===== config.mk =====
export PLATFORM = sky130hd
export DESIGN_NAME = calc_cmd_issuer
export DESIGN_NICKNAME = d
export VERILOG_FILES = /design/src/rtl/calc_pkg.sv /design/src/rtl/cmd_fifo.sv /design/src/rtl/calc_cmd_issuer.sv
export SDC_FILE = /design/constraint.sdc
export NUM_CORES = 1
export LEC_CHECK = 0
export CAP_MARGIN = 40
export CORE_UTILIZATION = 62
export DETAILED_ROUTE_END_ITERATION = 16
export DONT_BUFFER_PORTS = 1
export MAX_ROUTING_LAYER = met4
export PLACE_DENSITY = 0.79
export SETUP_SLACK_MARGIN = 0.02
export SYNTH_ARGS = -nofsm -noshare
export SYNTH_HDL_FRONTEND = slang
export SYNTH_SLANG_ARGS = --single-unit

===== constraint.sdc =====
create_clock -name clock -period 3.65 [get_ports clock]
set_clock_uncertainty 0.05 [all_clocks]
set_input_delay 0.73 -clock clock [delete_from_list [all_inputs] [get_ports clock]]
set_output_delay 0.73 -clock clock [all_outputs]
set_load 0.01 [all_outputs]

===== src/rtl/calc_pkg.sv =====
// Shared definitions for the calculator command path.
// Holds the status encodings returned by the calculator, the keypad command
// codes, and the state type of the command issuer FSM.
package calc_pkg;

  localparam int CMD_W = 4;

  // Status reported by the calculator.
  localparam logic [1:0] ST_ERR   = 2'b00;
  localparam logic [1:0] ST_BUSY  = 2'b01;
  localparam logic [1:0] ST_READY = 2'b10;
  localparam logic [1:0] ST_RSVD  = 2'b11;

  // Keypad command codes; 0-9 are plain digits.
  localparam logic [CMD_W-1:0] CMD_ADD  = 4'b1010;
  localparam logic [CMD_W-1:0] CMD_SUB  = 4'b1011;
  localparam logic [CMD_W-1:0] CMD_MUL  = 4'b1100;
  localparam logic [CMD_W-1:0] CMD_IDLE = 4'b1101;
  localparam logic [CMD_W-1:0] CMD_EQ   = 4'b1110;
  localparam logic [CMD_W-1:0] CMD_BKSP = 4'b1111;

  typedef enum logic [1:0] {
    S_IDLE,
    S_DRIVE,
    S_WAIT_READY,
    S_ERROR
  } issuer_state_e;

  // The reserved status code is handled exactly like busy.
  function automatic logic status_is_busy(input logic [1:0] st);
    return (st == ST_BUSY) || (st == ST_RSVD);
  endfunction

endpackage


===== src/rtl/cmd_fifo.sv =====
// Small synchronous FIFO of keypad codes.
// Ports:
//   clock, reset   - rising-edge clock, asynchronous active-high reset
//   push_i, din_i  - write din_i when push_i and not full
//   pop_i          - discard head when pop_i and not empty
//   flush_i        - empty the FIFO; wins over push and pop
//   dout_o         - current head, combinational read
//   fill_o         - current occupancy, 0..DEPTH
// Full/empty are decided from the occupancy count, never from pointer
// equality, so the pointers simply wrap.
module cmd_fifo #(
  parameter int DEPTH = 4,
  parameter int WIDTH = 4,
  localparam int AW = $clog2(DEPTH),
  localparam int FW = AW + 1
) (
  input  logic             clock,
  input  logic             reset,
  input  logic             push_i,
  input  logic             pop_i,
  input  logic             flush_i,
  input  logic [WIDTH-1:0] din_i,
  output logic [WIDTH-1:0] dout_o,
  output logic [FW-1:0]    fill_o
);

  logic [WIDTH-1:0] mem_q [DEPTH];
  logic [AW-1:0]    wr_ptr_q;
  logic [AW-1:0]    rd_ptr_q;
  logic [FW-1:0]    fill_q;
  logic             push_ok;
  logic             pop_ok;

  assign push_ok = push_i && (fill_q < FW'(DEPTH)) && !flush_i;
  assign pop_ok  = pop_i && (fill_q != '0) && !flush_i;

  // NOTE: the storage array has no reset; only pointers and count do, so the
  // memory maps onto plain flops/RAM and stale data is never observable.
  always_ff @(posedge clock) begin
    if (push_ok) begin
      mem_q[wr_ptr_q] <= din_i;
    end
  end

  // NOTE: sequential state is updated only with non-blocking assignments so
  // every register samples the pre-edge values of its neighbours.
  always_ff @(posedge clock or posedge reset) begin
    if (reset) begin
      wr_ptr_q <= '0;
      rd_ptr_q <= '0;
      fill_q   <= '0;
    end else if (flush_i) begin
      wr_ptr_q <= '0;
      rd_ptr_q <= '0;
      fill_q   <= '0;
    end else begin
      if (push_ok) wr_ptr_q <= wr_ptr_q + AW'(1);
      if (pop_ok)  rd_ptr_q <= rd_ptr_q + AW'(1);
      fill_q <= fill_q + FW'(push_ok) - FW'(pop_ok);
    end
  end

  assign dout_o = mem_q[rd_ptr_q];
  assign fill_o = fill_q;

endmodule


===== src/rtl/calc_cmd_issuer.sv =====
// Initiator side of the calculator cmd/status handshake.
// Buffers keypad codes and issues them one at a time: a code is driven on cmd
// when the calculator is ready, held until busy is seen, and the next code
// waits until ready returns. Calculator errors and handshake timeouts lock
// the block in ERROR until reset.
// Ports:
//   clock, reset          - rising-edge clock, asynchronous active-high reset
//   key_valid, key_code   - keypad code offered this cycle
//   key_ready             - a key is accepted this cycle if offered
//   key_drop              - offered key rejected this cycle
//   status                - calculator status (00 err, 01 busy, 10 ready, 11 busy)
//   cmd                   - registered command to the calculator
//   busy                  - a command is in flight (DRIVE or WAIT_READY)
//   fill                  - FIFO occupancy
//   error, timeout        - sticky fault flags
module calc_cmd_issuer
  import calc_pkg::*;
#(
  parameter int               DEPTH    = 4,
  parameter int               TIMEOUT  = 1024,
  parameter logic [CMD_W-1:0] IDLE_CMD = CMD_IDLE
) (
  input  logic                   clock,
  input  logic                   reset,
  input  logic                   key_valid,
  input  logic [CMD_W-1:0]       key_code,
  output logic                   key_ready,
  output logic                   key_drop,
  input  logic [1:0]             status,
  output logic [CMD_W-1:0]       cmd,
  output logic                   busy,
  output logic [$clog2(DEPTH):0] fill,
  output logic                   error,
  output logic                   timeout
);

  localparam int FW = $clog2(DEPTH) + 1;
  localparam int TW = (TIMEOUT > 2) ? $clog2(TIMEOUT) : 1;

  issuer_state_e    state_q, state_d;
  logic [CMD_W-1:0] cmd_q, cmd_d;
  logic [TW-1:0]    timer_q, timer_d;
  logic             timeout_q, timeout_d;

  logic             push;
  logic             pop;
  logic             flush;
  logic [CMD_W-1:0] fifo_head;
  logic [FW-1:0]    fifo_fill;
  logic             timer_expired;

  // Acceptance depends on registered occupancy only; a pop on the same edge
  // does not make room for this cycle's key.
  assign key_ready = (fifo_fill < FW'(DEPTH)) && (state_q != S_ERROR);
  assign push      = key_valid && key_ready && (key_code != IDLE_CMD);
  assign key_drop  = key_valid && (!key_ready || (key_code == IDLE_CMD));

  cmd_fifo #(
    .DEPTH (DEPTH),
    .WIDTH (CMD_W)
  ) u_fifo (
    .clock   (clock),
    .reset   (reset),
    .push_i  (push),
    .pop_i   (pop),
    .flush_i (flush),
    .din_i   (key_code),
    .dout_o  (fifo_head),
    .fill_o  (fifo_fill)
  );

  assign timer_expired = (timer_q == TW'(TIMEOUT - 1));

  // NOTE: every output of this block gets a default before the case, so no
  // path leaves a variable unassigned and no latch is inferred.
  always_comb begin
    state_d   = state_q;
    cmd_d     = cmd_q;
    timer_d   = timer_q;
    timeout_d = timeout_q;
    pop       = 1'b0;

    unique case (state_q)
      S_IDLE: begin
        cmd_d = IDLE_CMD;
        if (status == ST_ERR) begin
          state_d = S_ERROR;
        end else if ((fifo_fill != '0) && (status == ST_READY)) begin
          cmd_d   = fifo_head;
          state_d = S_DRIVE;
        end
      end
      S_DRIVE: begin
        if (status == ST_ERR) begin
          state_d = S_ERROR;
        end else if (status_is_busy(status)) begin
          // Busy is the acknowledge: the head is consumed here.
          pop     = 1'b1;
          cmd_d   = IDLE_CMD;
          state_d = S_WAIT_READY;
        end else if (timer_expired) begin
          state_d   = S_ERROR;
          timeout_d = 1'b1;
        end
      end
      S_WAIT_READY: begin
        if (status == ST_ERR) begin
          state_d = S_ERROR;
        end else if (status == ST_READY) begin
          state_d = S_IDLE;
        end else if (timer_expired) begin
          state_d   = S_ERROR;
          timeout_d = 1'b1;
        end
      end
      S_ERROR: begin
        cmd_d = IDLE_CMD;
      end
    endcase

    // Timer restarts on any state change and only runs while a command is
    // in flight.
    if (state_d != state_q) begin
      timer_d = '0;
    end else if ((state_q == S_DRIVE) || (state_q == S_WAIT_READY)) begin
      timer_d = timer_q + TW'(1);
    end

    if (state_d == S_ERROR) begin
      cmd_d = IDLE_CMD;
    end
  end

  // Flushing on the entry edge makes fill read 0 from the first ERROR cycle.
  assign flush = (state_d == S_ERROR);

  always_ff @(posedge clock or posedge reset) begin
    if (reset) begin
      state_q   <= S_IDLE;
      cmd_q     <= IDLE_CMD;
      timer_q   <= '0;
      timeout_q <= 1'b0;
    end else begin
      state_q   <= state_d;
      cmd_q     <= cmd_d;
      timer_q   <= timer_d;
      timeout_q <= timeout_d;
    end
  end

  assign cmd     = cmd_q;
  assign busy    = (state_q == S_DRIVE) || (state_q == S_WAIT_READY);
  assign fill    = fifo_fill;
  assign error   = (state_q == S_ERROR);
  assign timeout = timeout_q;

endmodule

==> impl_metrics.csv <==
group,metric,value,unit
status,status,"complete, no violations",
timing,finalCritPeriodShare,86.9,%
timing,fmax,0.315,GHz
clock_tree,htreeDepth,2,
clock_tree,clkTransAtPathRegs,130,ps
logic_synthesis,synth_ff_type,"dfrtp_1",
floorplan,pin_count,21,
logic_synthesis,synth-seq-cells,40,
logic_synthesis,yosys.area.top_type,"dfrtp_1",
clock_tree,insertion_delay,350,ps
timing,min_period,3170,ps
grt,antenna_found_initial,0,
logic_synthesis,netlist_instances,184,
job,max-cap-violations,0,
clock_tree,hold_buffers,0,
layout,stdcell_area,2250,um2
clock_tree,cts.sink_count,40,
timing,finalHoldViolations,0,
timing,setup_violations,0,
routing,wire_per_inst,15.9,um
floorplan,die_h,60,um
setup_path,critPathMaxStageDelay,530,ps
logic_synthesis,syn_area_per_cell,11.3,um2
logic_synthesis,synthMuxAreaShare,5.28,%
placed_design,dpl_cell_area,2160,um2
routing,drtPass1Iterations,4,
power,leakage,0.851,nW
setup_path,cp.arrival,3370,ps
power,power.density,349,nW/um2
routing,drc,0,
grt,grt_pass1_vias,1352,
routing,wl,3750,um
timing,rsz0062_at_grt,"no",
floorplan,placementRows,20,
placed_design,io_buffers,0,
logic_synthesis,synth-simple-area-share,18.8,%
logic_synthesis,synth_cell_type_count,43,
clock_tree,cts_buffers,5,
setup_path,crit_fanout,16,
logic_synthesis,synth.top_cell.area_share,25.2,%
timing,timing.setup.tns,0,ps
setup_path,setup.worst_path.start_class,"flip-flop",
grt,grt.overflow.total,0,
layout,syn_to_final_growth,7.74,%
logic_synthesis,synth_adder_area_share,7.56,%
logic_synthesis,async_flop_share,60.0,%
routing,vias,1401,
floorplan,die_x,60,um
routing,first_iter_violations,88,
logic_synthesis,synth_xor_area_share,5.88,%
clock_tree,cts.repair.resized,0,
timing,final_max_slew_viol_count,0,
setup_path,worstPathRequired,3850,ps
timing,holdWs,169,ps
power,ir_worst_vdd,0.271,mV
routing,drtAntennaViolNets,0,
grt,grt_start_max_net_pins,20,
placed_design,hpwl,2840,um
clock_tree,postCtsSetupBuffers,0,
logic_synthesis,synth-compound-area-share,7.56,%
routing,vias_per_cell,5.96,
floorplan,coreArea,3130,um2
grt,grtUsageTotal,24.8,%
layout,drive_above_1_share,14.1,%
setup_path,cp-end-kind,"flip-flop",
setup_path,critPathSlowestCell,"dfrtp_1",
logic_synthesis,synth_top_family_by_area,"simple AND/OR/NAND/NOR gates",
setup_path,path_cells,"inv_1 > ha_1 > a21oi_1 > o22ai_1 > o21bai_1 > a21oi_4 > buf_4 > nor3_1 > ha_1 > inv_1 > fa_1 > xor2_1 > xnor2_1 > nor2_1",
layout,fill_cells,226,
setup_path,crit_buf_inv,3,
clock_tree,clock_path_buffers,2,
logic_synthesis,synth.most_common_cell,"nor2_1",
logic_synthesis,synth_nets,205,
logic_synthesis,synth_commonest_cells,"31 x nor2_1, 21 x dfrtp_1, 16 x edfxtp_1",
layout,fin_nets,211,
logic_synthesis,synth_enable_flop_cells,16,
clock_tree,cts_root_buffer,"clkbuf_4",
setup_path,crit_family,"adder cells",
logic_synthesis,synth_seq_area_share,52.0,%
floorplan,die-area,3600,um2
logic_synthesis,synth_warnings,0,
placed_design,place.gp.congestion,0.952,
timing,relSlewSlack,69.0,%
grt,grt_pass1_wl,6180,um
min_path,min_path_type,"in -> async",
timing,tightest_slew,461,ps
layout,antenna_cells,0,
clock_tree,cts_tree,"done",
setup_path,crit_type,"reg -> reg",
floorplan,start_util,66.7,%
logic_synthesis,syn-cell-area,2090,um2
logic_synthesis,synth_area_leaders,"dfrtp_1 25%, edfxtp_1 23%, ha_1 6.6%",
## through the flow
stage / worst slack [ps] / util, % / power (mW) / instances
after global routing: 226 / 71.8 / 0.808 / 235
after detailed placement: 509 / 69.2 / 0.493 / 227
after floorplan: 415 / - / 0.488 / 184
after CTS: 486 / 71.8 / 0.786 / 235
final: 477 / 71.8 / 0.784 / 235
after global placement: 653 / 68.3 / 0.489 / 226
## path summary, 6_finish.rpt
kind | start | end | slack [ps] | cells past startpoint
hold / removal | reset | state_q[0] | 170 | 1
max in group asynchronous | reset | cmd[3] | 2890 | 2
min in group clock | key_code[2] | u_fifo.mem_q[0][2] | 420 | 0
setup reg to reg | state_q[1] | u_fifo.fill_o[2] | 480 | 14
hold reg to reg | timer_q[9] | timer_q[9] | 500 | 2
setup / recovery | state_q[1] | u_fifo.fill_o[2] | 480 | 14
## worst reg2reg max path: stages, from the launching register on
cell and delay (ps):
dfrtp_1 530, inv_1 160, ha_1 310, a21oi_1 160, o22ai_1 140, o21bai_1 280, a21oi_4 80, buf_4 200
nor3_1 190, ha_1 170, inv_1 50, fa_1 400, xor2_1 160, xnor2_1 140, nor2_1 60
## cells in the final DEF, fill, tap and decap left out, types with 2 or more instances in the layout
master / count
buf_4: 2
and3_1: 2
nand3_1: 5
ha_1: 11
o21ai_1: 2
inv_1: 11
dfrtp_1: 21
nor3_1: 3
mux2i_1: 2
mux4_2: 4
o22ai_1: 4
nor2_1: 31
nand2_1: 10
nand2b_1: 6
xnor2_1: 8
nor3_2: 2
a21oi_1: 7
nand4_1: 5
clkbuf_4: 5
dfstp_2: 3
xor2_1: 6
o21bai_1: 2
edfxtp_1: 16
## layer usage
metal	global-route usage [%]	vias to the layer above	share of wire, %
met3	6.49	4	5.0
met5	-	-	0
met1	29.4	695	41
met2	40.8	51	53
li1	-	651	-
met4	8.97	0	1.2
## power breakdown
group	internal, mW	total, mW	switching, mW	leakage (nW)
registers	0.468	0.469	0.000614	0.405
logic	0.00571	0.0143	0.00863	0.404
clock network	0.146	0.301	0.154	0.0418
## registers in the layout (all words and copies together), names as in the netlist
register and flops:
u_fifo.rd_ptr_q 2, timeout 1, state_q 2, cmd 4
timer_q 10, u_fifo.mem_q 16, u_fifo.wr_ptr_q 2, u_fifo.fill_o 3
## cell families after synthesis
group                    Yosys count
AND/OR/NAND/NOR                   74
flip-flops                        40
AO/OA/AOI/OAI                     23
buffers and inverters             15
XOR/XNOR                          14
adder cells (fa/ha/maj)           12
multiplexers                       6
## cell type report
class                   count  area, um2  share of cell area, %
well taps                  44       55.1                   2.45
repair buffers              3       42.5                   1.89
clock buffers               5       37.5                   1.67
multi-input cells         129        940                   41.8
flip-flops and latches     40       1080                   48.3
inverters                  11       41.3                   1.84
clock inverters             3       46.3                   2.06
No activity file was read; power rests on OpenSTA's default activity.
